$ cat src/rtl/gcd_bus_pkg.sv
// Shared constants for the GCD bus master: register offsets, timing defaults
// and the state/phase encodings used by gcd_bus_master and gcd_bus_phy.
package gcd_bus_pkg;

    localparam logic [15:0] REG_START  = 16'h0010;
    localparam logic [15:0] REG_ARG1   = 16'h0020;
    localparam logic [15:0] REG_ARG2   = 16'h0030;
    localparam logic [15:0] REG_RESULT = 16'h0040;
    localparam logic [15:0] REG_STATUS = 16'h0050;

    localparam logic [15:0] DEF_BASE_ADDR    = 16'h0800;
    localparam int          DEF_STROBE_LEN   = 2;
    localparam int          DEF_POLL_GAP     = 4;
    localparam int          DEF_POLL_TIMEOUT = 1000;

    typedef enum logic [2:0] {
        S_IDLE, S_WR_A, S_WR_B, S_WR_GO, S_POLL, S_GAP, S_RD_RES, S_RESP
    } state_e;

    typedef enum logic [1:0] {
        P_IDLE, P_SETUP, P_STROBE, P_HOLD
    } phase_e;

endpackage

$ cat src/rtl/gcd_bus_phy.sv
// Runs one peripheral bus access: SETUP (1), STROBE (STROBE_LEN), HOLD (1).
// done pulses during HOLD, when rdata carries the sampled read value.
module gcd_bus_phy
    import gcd_bus_pkg::*;
#(
    parameter int STROBE_LEN = DEF_STROBE_LEN
) (
    input  logic        clk,
    input  logic        reset,
    input  logic        start,
    input  logic        start_wr,
    input  logic [15:0] start_addr,
    input  logic [31:0] start_wdata,
    output logic        idle,
    output logic        done,
    output logic [31:0] rdata,
    output logic [15:0] saddress,
    output logic        srd,
    output logic        swr,
    output logic [31:0] sdata_out,
    input  logic [31:0] sdata_in
);

    localparam logic [3:0] STROBE_LAST = 4'(STROBE_LEN - 1);

    phase_e      phase_q, phase_d;
    logic [3:0]  cnt_q, cnt_d;
    logic        wr_q, wr_d;
    logic [15:0] addr_q, addr_d;
    logic [31:0] wdata_q, wdata_d;
    logic        srd_q, srd_d;
    logic        swr_q, swr_d;

    always_comb begin
        phase_d = phase_q;
        cnt_d   = cnt_q;
        wr_d    = wr_q;
        addr_d  = addr_q;
        wdata_d = wdata_q;
        srd_d   = 1'b0;
        swr_d   = 1'b0;
        case (phase_q)
            P_IDLE: begin
                if (start) begin
                    phase_d = P_SETUP;
                    wr_d    = start_wr;
                    addr_d  = start_addr;
                    wdata_d = start_wr ? start_wdata : 32'd0;
                end
            end
            P_SETUP: begin
                phase_d = P_STROBE;
                cnt_d   = 4'd0;
                srd_d   = ~wr_q;
                swr_d   = wr_q;
            end
            P_STROBE: begin
                if (cnt_q == STROBE_LAST) begin
                    phase_d = P_HOLD;
                end else begin
                    cnt_d = cnt_q + 4'd1;
                    srd_d = srd_q;
                    swr_d = swr_q;
                end
            end
            P_HOLD: begin
                // Address/data return to zero so the bus reads as idle between accesses.
                phase_d = P_IDLE;
                wr_d    = 1'b0;
                addr_d  = 16'd0;
                wdata_d = 32'd0;
            end
            default: phase_d = P_IDLE;
        endcase
    end

    always_ff @(posedge clk or posedge reset) begin
        if (reset) begin
            phase_q <= P_IDLE;
            cnt_q   <= 4'd0;
            wr_q    <= 1'b0;
            addr_q  <= 16'd0;
            wdata_q <= 32'd0;
            srd_q   <= 1'b0;
            swr_q   <= 1'b0;
        end else begin
            phase_q <= phase_d;
            cnt_q   <= cnt_d;
            wr_q    <= wr_d;
            addr_q  <= addr_d;
            wdata_q <= wdata_d;
            srd_q   <= srd_d;
            swr_q   <= swr_d;
        end
    end

    assign idle      = (phase_q == P_IDLE);
    assign done      = (phase_q == P_HOLD);
    assign rdata     = (phase_q == P_HOLD && !wr_q) ? sdata_in : 32'd0;
    assign saddress  = addr_q;
    assign sdata_out = wdata_q;
    assign srd       = srd_q;
    assign swr       = swr_q;

endmodule

$ cat src/rtl/gcd_bus_master.sv
// Drives a memory-mapped GCD peripheral: writes operands, starts it, polls status,
// reads the result. Define GCD_POLL_TIMEOUT_EN to bound polling with POLL_TIMEOUT.
module gcd_bus_master
    import gcd_bus_pkg::*;
#(
    parameter logic [15:0] BASE_ADDR  = DEF_BASE_ADDR,
    parameter int          STROBE_LEN = DEF_STROBE_LEN,
    parameter int          POLL_GAP   = DEF_POLL_GAP
`ifdef GCD_POLL_TIMEOUT_EN
    , parameter int        POLL_TIMEOUT = DEF_POLL_TIMEOUT
`endif
) (
    input  logic        clk,
    input  logic        reset,
    input  logic        cmd_valid,
    output logic        cmd_ready,
    input  logic [31:0] cmd_a,
    input  logic [31:0] cmd_b,
    output logic        res_valid,
    input  logic        res_ready,
    output logic [31:0] res_data,
    output logic        res_err,
    output logic [15:0] saddress,
    output logic        srd,
    output logic        swr,
    output logic [31:0] sdata_out,
    input  logic [31:0] sdata_in,
    output logic [2:0]  state_dbg
);

    localparam logic [7:0] GAP_LAST = (POLL_GAP > 0) ? 8'(POLL_GAP - 1) : 8'd0;

    state_e      state_q, state_d;
    logic [31:0] a_q, a_d, b_q, b_d;
    logic [31:0] res_data_q, res_data_d;
    logic [7:0]  gap_cnt_q, gap_cnt_d;

    logic        phy_start, phy_wr, phy_idle, phy_done;
    logic [15:0] phy_addr;
    logic [31:0] phy_wdata, phy_rdata;

`ifdef GCD_POLL_TIMEOUT_EN
    localparam logic [15:0] TIMEOUT_LAST = 16'(POLL_TIMEOUT - 1);
    logic [15:0] poll_cnt_q, poll_cnt_d;
    logic        res_err_q, res_err_d;
`endif

    // Handshakes: a transfer happens on a rising edge where valid and ready are both high.
    always_comb begin
        state_d    = state_q;
        a_d        = a_q;
        b_d        = b_q;
        res_data_d = res_data_q;
        gap_cnt_d  = gap_cnt_q;
        phy_start  = 1'b0;
        phy_wr     = 1'b0;
        phy_addr   = 16'd0;
        phy_wdata  = 32'd0;
`ifdef GCD_POLL_TIMEOUT_EN
        poll_cnt_d = poll_cnt_q;
        res_err_d  = res_err_q;
`endif
        case (state_q)
            S_IDLE: begin
                if (cmd_valid && cmd_ready) begin
                    a_d     = cmd_a;
                    b_d     = cmd_b;
                    state_d = S_WR_A;
                end
            end
            S_WR_A: begin
                phy_start = phy_idle;
                phy_wr    = 1'b1;
                phy_addr  = BASE_ADDR + REG_ARG1;
                phy_wdata = a_q;
                if (phy_done) state_d = S_WR_B;
            end
            S_WR_B: begin
                phy_start = phy_idle;
                phy_wr    = 1'b1;
                phy_addr  = BASE_ADDR + REG_ARG2;
                phy_wdata = b_q;
                if (phy_done) state_d = S_WR_GO;
            end
            S_WR_GO: begin
                phy_start = phy_idle;
                phy_wr    = 1'b1;
                phy_addr  = BASE_ADDR + REG_START;
                if (phy_done) begin
                    state_d = S_POLL;
`ifdef GCD_POLL_TIMEOUT_EN
                    poll_cnt_d = 16'd0;
`endif
                end
            end
            S_POLL: begin
                phy_start = phy_idle;
                phy_addr  = BASE_ADDR + REG_STATUS;
                if (phy_done) begin
                    if (phy_rdata[0]) begin
                        state_d = S_RD_RES;
                    end else begin
                        state_d   = (POLL_GAP == 0) ? S_POLL : S_GAP;
                        gap_cnt_d = 8'd0;
`ifdef GCD_POLL_TIMEOUT_EN
                        poll_cnt_d = poll_cnt_q + 16'd1;
                        if (poll_cnt_q == TIMEOUT_LAST) begin
                            state_d    = S_RESP;
                            res_data_d = 32'd0;
                            res_err_d  = 1'b1;
                        end
`endif
                    end
                end
            end
            S_GAP: begin
                // The next status read is launched in the last gap cycle so the bus
                // shows exactly POLL_GAP idle cycles between reads.
                phy_addr = BASE_ADDR + REG_STATUS;
                if (gap_cnt_q == GAP_LAST) begin
                    phy_start = 1'b1;
                    state_d   = S_POLL;
                end else begin
                    gap_cnt_d = gap_cnt_q + 8'd1;
                end
            end
            S_RD_RES: begin
                phy_start = phy_idle;
                phy_addr  = BASE_ADDR + REG_RESULT;
                if (phy_done) begin
                    res_data_d = phy_rdata;
                    state_d    = S_RESP;
`ifdef GCD_POLL_TIMEOUT_EN
                    res_err_d = 1'b0;
`endif
                end
            end
            S_RESP: begin
                if (res_ready) state_d = S_IDLE;
            end
            default: state_d = S_IDLE;
        endcase
    end

    always_ff @(posedge clk or posedge reset) begin
        if (reset) begin
            state_q    <= S_IDLE;
            a_q        <= 32'd0;
            b_q        <= 32'd0;
            res_data_q <= 32'd0;
            gap_cnt_q  <= 8'd0;
`ifdef GCD_POLL_TIMEOUT_EN
            poll_cnt_q <= 16'd0;
            res_err_q  <= 1'b0;
`endif
        end else begin
            state_q    <= state_d;
            a_q        <= a_d;
            b_q        <= b_d;
            res_data_q <= res_data_d;
            gap_cnt_q  <= gap_cnt_d;
`ifdef GCD_POLL_TIMEOUT_EN
            poll_cnt_q <= poll_cnt_d;
            res_err_q  <= res_err_d;
`endif
        end
    end

    gcd_bus_phy #(
        .STROBE_LEN(STROBE_LEN)
    ) u_phy (
        .clk        (clk),
        .reset      (reset),
        .start      (phy_start),
        .start_wr   (phy_wr),
        .start_addr (phy_addr),
        .start_wdata(phy_wdata),
        .idle       (phy_idle),
        .done       (phy_done),
        .rdata      (phy_rdata),
        .saddress   (saddress),
        .srd        (srd),
        .swr        (swr),
        .sdata_out  (sdata_out),
        .sdata_in   (sdata_in)
    );

    // Ready is masked by reset itself so it reads 0 while reset is held.
    assign cmd_ready = (state_q == S_IDLE) && !reset;
    assign res_valid = (state_q == S_RESP);
    assign res_data  = res_data_q;
    assign state_dbg = state_q;
`ifdef GCD_POLL_TIMEOUT_EN
    assign res_err = res_err_q;
`else
    assign res_err = 1'b0;
`endif

endmodule

$ cat config.mk
export PLATFORM = sky130hd
export DESIGN_NAME = gcd_bus_master
export DESIGN_NICKNAME = d
export VERILOG_FILES = /design/src/rtl/gcd_bus_pkg.sv /design/src/rtl/gcd_bus_phy.sv /design/src/rtl/gcd_bus_master.sv
export SDC_FILE = /design/constraint.sdc
export NUM_CORES = 1
export LEC_CHECK = 0
export CAP_MARGIN = 30
export CORE_MARGIN = 4
export CORE_UTILIZATION = 50
export CTS_CLUSTER_SIZE = 20
export DETAILED_ROUTE_END_ITERATION = 16
export DONT_BUFFER_PORTS = 1
export PLACE_DENSITY_LB_ADDON = 0.15
export RECOVER_POWER = 50
export SLEW_MARGIN = 15
export SYNTH_ARGS = -nofsm -noshare
export SYNTH_HDL_FRONTEND = slang
export SYNTH_HIERARCHICAL = 1
export SYNTH_SLANG_ARGS = --single-unit
$ cat constraint.sdc
create_clock -name clk -period 5.3 [get_ports clk]
set_input_delay 0.265 -clock clk [delete_from_list [all_inputs] [get_ports clk]]
set_output_delay 0.265 -clock clk [all_outputs]
set_load 0.01 [all_outputs]
**Word-level counts from Yosys, hierarchy flattened**

Cells that the tools add are included.

- Register bits: 164
- Input bits: 100
- ROM bits: 0
- Memories kept: 0
- Latch bits: 0
- RAM bits: 0
- Logic and storage cells: 95

- Eq/ne operators: 25
- $lt $le $gt $ge: 0
- Add/sub/neg operators: 2
- Bitwise logic cells: 1
- Reductions and logical operators: 20
- Div/mod/pow operators: 0
- Multiply operators: 0
- Shifts and indexed selects: 0
- Multiplexer cells: 35

Operators with widths:

| operator | number |
|---|---|
| case mux 32 bit (2 select lines) | 2 |
| 2-to-1 mux 32 bit | 3 |
| case mux 12 bit (5 select lines) | 1 |
| case mux 16 bit (2 select lines) | 1 |
| 2-to-1 mux 3 bit | 8 |
| 2-to-1 mux 8 bit | 3 |
| case mux 3 bit (8 select lines) | 1 |
| != test 2 bit (second input constant) | 11 |
| 2-to-1 mux 16 bit | 1 |
| case mux 8 bit (2 select lines) | 1 |
| equality test 3 bit (second input constant) | 4 |
| AND reduction 2 bit | 5 |
| adder 8 x 1 -> 8 bit (second input constant) | 1 |
| equality test 8 x 2 -> 1 bit (second input constant) | 1 |
| case mux 1 bit (2 select lines) | 4 |
| case mux 2 bit (4 select lines) | 1 |
| case mux 4 bit (2 select lines) | 1 |
| AND reduction 8 bit | 1 |
| equality test 3 x 2 -> 1 bit (second input constant) | 2 |
| 2-to-1 mux 2 bit | 3 |
| nonzero test 2 bit | 3 |
| OR reduction 5 bit | 1 |
| adder 4 x 1 -> 4 bit (second input constant) | 1 |
| equality test 2 bit (second input constant) | 2 |
| other kinds (14) | 21 |

**Depth between registers and ports, before layout**

- Word-level depth: 6
- Mapped depth: 10
- Mapped depth without buffers: 8

**By module**

Netlist, hierarchy kept.

Modules (own cells, without submodules):

| module | cells each | instances | area an instance (um^2) |
|---|---|---|---|
| gcd_bus_master | 336 | 1 | 4,738.3 |
| gcd_bus_phy | 225 | 1 | 2,532.4 |

**Worst setup path after synthesis**

OpenSTA, ideal clock, no wires.

- Kind: register to register
- From: register gap_cnt_q[0]
- To: register u_phy.wdata_q[10], in the netlist u_phy/sdata_out[10]
- Arrival time: 2,199 ps
- Setup time: 121 ps
- Period minus slack after synthesis: 2,320 ps
- Cell stages (with the launch flop): 10
- Slack: 2,980 ps
- Cell sequence: dfrtp_1 -> ha_1 -> or4b_4 -> nor4_2 -> a21oi_1 -> mux2i_1 -> mux2i_1 -> buf_4 -> buf_2 -> a22o_1

- Cells in the longest elaborated chain, start to end: 5

RTL lines:

| element | RTL line | RTL |
|---|---|---|
| start: declaration | gcd_bus_master.sv:36 | `logic [7:0] gap_cnt_q, gap_cnt_d;` |
| start signal: assignment | gcd_bus_master.sv:161 | `gap_cnt_q <= gap_cnt_d;` |
| equality test 8 x 2 -> 1 bit | gcd_bus_master.sv:120 | `if (gap_cnt_q == GAP_LAST) begin` |
| 2-to-1 mux 1 bit | gcd_bus_master.sv:120 |  |
| case mux 1 bit (2 select lines) | gcd_bus_master.sv:63 | `case (state_q)` |
| via phy_start | gcd_bus_master.sv:38 | `logic phy_start, phy_wr, phy_idle, phy_done;` |
| != test 2 bit (no line) | -- |  |
| AND reduction 2 bit (no line) | -- |  |
| end signal: assignment | gcd_bus_phy.sv:91 | `wdata_q <= wdata_d;` |
| end: declaration | gcd_bus_phy.sv:30 | `logic [31:0] wdata_q, wdata_d;` |

The timed path passes the listed nets, and every way through them passes these cells.
A chain may end at the register's enable or synchronous reset.

==> flow_summary.toml <==
[global_route]
overflow = 0
grt_max_degree = 76
globalRouteTotalUtil_pct = 19.87
antenna_found_initial = 0
grt_pass1_wl_mm = 25.82
grt_pass1_vias = 4854

[synthesis]
seq_area_frac_synth_pct = 56.44
avgSynthCellArea_um2 = 12.96
synth_cells = 561
netlist_area_mm2 = 0.007271
ys_async_sr_fraction_pct = 100.0
synth_edf_count = 0
synth_top_flop_cell = "dfrtp_1"
yosysUniqueCellTypes = 55
yosysTopAreaCell = "dfrtp_1"
synth_seq_cells = 164
synth_top_area_share_pct = 56.44
yosysWarningCount = 6
synthTopCellsByArea = "dfrtp_1 (56%), mux2_1 (15%), a22o_1 (7.7%), and2_1 (2.8%), nand2b_1 (1.6%)"

[route]
viasPerCell = 5.591
wl_per_cell_um = 19.45
drc = 0
routed_wl_mm = 15.95
via_count = 4585
ant_nets = 0
drtPass1Iterations = 6
initialDrtViolationCount = 225

[min_path]
min_path_cells = 2
min_to = "res_data[14]"
hp-start = "sdata_in[14]"
hold_class = "input port to register"

[job]
drv_cap = 2

[layout]
final_common_cell = "dfrtp_1"
nNetsFinal = 733
syn_to_final_growth_pct = 19.12
final_cell_mix = "dfrtp_1 (164), mux2_1 (95), dlygate4sd3_1 (65)"
fillerInstances = 1057
drive_gt1_share_pct = 9.077
final_core_util_pct = 61.68

[clocking]
cts_hold_buf = 65
cts_setup_buffers = 0
clkLatencyLatePin_ns = 0.42
clkTransAtPathRegs_ns = 0.06
clkSinkCount = 164
htreeDepth = 4
cts_buffers = 17
cts_buffer_depth = 2
cts_tree = "done"
cts_resized = 0
cts_root_buffer = "clkbuf_16"

[placement]
gp_routability_congestion = 0.7717
io_buffers = 0
hpwl_mm = 10.25

[sta]
final.setup.tns_ns = 0
fin_skew_ns = 0.006318
min_period_over_period_pct = 63.76
tightest_slew_ns = 2.642
slew_headroom_pct = -76.16
hold_viol = 0
final_max_slew_viol_count = 116
fin_crit_ns = 3.379
max_freq_ghz = 0.2959
setup_viol = 0
rsz0062_at_grt = "no"

[power]
ir_drop_v = 0.0003279
p_leak_nw = 4.057
finalPower_mw = 4.786
p_per_area_mw_per_mm2 = 552.6

[setup_path]
cp-start-kind = "input port"
reg2reg_setup_slack_ns = 2.56
timing.rr.start = "gap_cnt_q[0]"
r2r-end = "u_phy/sdata_out[20]"
crit_type = "input port to async pin"
slowest_delay_ns = 1.23
worstPathMaxFanout = 63
critPathTopFamily = "buffers and inverters"
critPathSlowestCell = "clkbuf_2"
worstSetupStartpoint = "reset"
arrival_ns = 3.64
cp_data_required_time_ns = 5.56
worstRegToRegCells = 8
cp-end-kind = "async pin"
path_cells = "dlygate4sd3_1, clkinvlp_2, clkbuf_1, clkbuf_2"
crit_buf_inv = 4

[floorplanning]
start_util_pct = 51.78
die_h_um = 128.6
die_w_um = 128.6
rows = 43
fp.coreArea_mm2 = 0.01404
fp.dieArea_mm2 = 0.01653
io_pins = 188

[outcome]
status = "complete, but fails checks"
failed_checks = "capacitance limit, slew limit"
-- layout make-up --
type | count | area (um2) | area share (%)
antenna | 1 | 2.502 | 0.02889
sequential | 164 | 4104 | 47.39
clock inverter | 14 | 183.9 | 2.124
clock buffer | 18 | 429.2 | 4.955
timing repair buffer | 74 | 708.2 | 8.177
tap | 180 | 225.2 | 2.600
inverter | 9 | 35.03 | 0.4045
multi-input combinational | 360 | 2973 | 34.33
-- state kept, by name, indices dropped and copies added, names as in the netlist --
register,cells
u_phy/cnt_q,4
u_phy/wr_q,1
u_phy/swr,1
a_q,32
res_data,32
state_dbg,3
gap_cnt_q,8
u_phy/sdata_out,32
u_phy/srd,1
u_phy/saddress,16
u_phy/phase_q,2
b_q,32
-- Yosys cell counts (2+ instances only) --
cell	instances
o21ai_1	5
clkbuf_1	11
mux2_1	95
nor2_1	4
and3_1	2
nor2b_1	5
mux2_2	3
buf_6	6
ha_1	7
and2_1	32
nand3_1	8
a21oi_1	4
or4_1	2
buf_4	6
xor2_1	2
nor3_2	2
nor3b_2	2
o21ai_0	22
dfrtp_1	164
a21boi_1	2
and3b_1	2
mux2i_1	9
buf_2	16
o31ai_1	2
a22o_1	64
inv_1	9
nand2_1	29
nand2b_1	19
-- power by group --
group | switching (mW) | total (mW) | leakage (nW) | internal, mW
Combinational | 0.649 | 1.27 | 1.63 | 0.625
Sequential | 0.501 | 2.24 | 2.12 | 1.74
Clock | 0.490 | 1.27 | 0.304 | 0.785
Total | 1.64 | 4.79 | 4.06 | 3.15
-- worst max-delay path by stage --
stage                     endpoint  cells past startpoint
4_1_cts        u_phy/sdata_out[31]                      8
2_1_floorplan               a_q[0]                      1
5_1_grt                    a_q[26]                      4
3_5_place_dp   u_phy/sdata_out[23]                      8
6_report                   a_q[28]                      4
3_3_place_gp    u_phy/sdata_out[4]                      8
-- cell families (layout without fill, tap and decap cells) --
logic type	Yosys count	in the layout	synth area share, %
mux	107	107	16.42
xor+xnor	3	3	0.3614
flops	164	164	56.44
simple gates	120	120	10.15
other cells	1	14	0.05158
buf+inv	49	115	3.734
fa+ha+maj	7	7	1.205
compound gates	110	110	11.63
-- stage by stage --
step / hold slack (ns) / instances / instance area (um2) / setup slack (ns)
floorplan: 0.3967 / 573 / 7316 / 2.218
global route: 0.04888 / 819 / 8658 / 1.219
finish: 0.07361 / 820 / 8661 / 1.921
CTS: 0.05298 / 818 / 8662 / 2.564
detailed placement: 0.04849 / 721 / 7398 / 2.574
global placement: 0.04712 / 721 / 7398 / 2.692
-- routing by layer --
| layer | track usage, % | vias up | share of wire [%] |
|---|---|---|---|
| li1 | - | 2118 | - |
| met3 | 7.223 | 23 | 7.5 |
| met1 | 24.36 | 2287 | 41 |
| met5 | 0 | - | 0 |
| met4 | 7.103 | 0 | 1.7 |
| met2 | 32.58 | 157 | 50 |
Note: power is estimated with default switching activity, not from simulation.
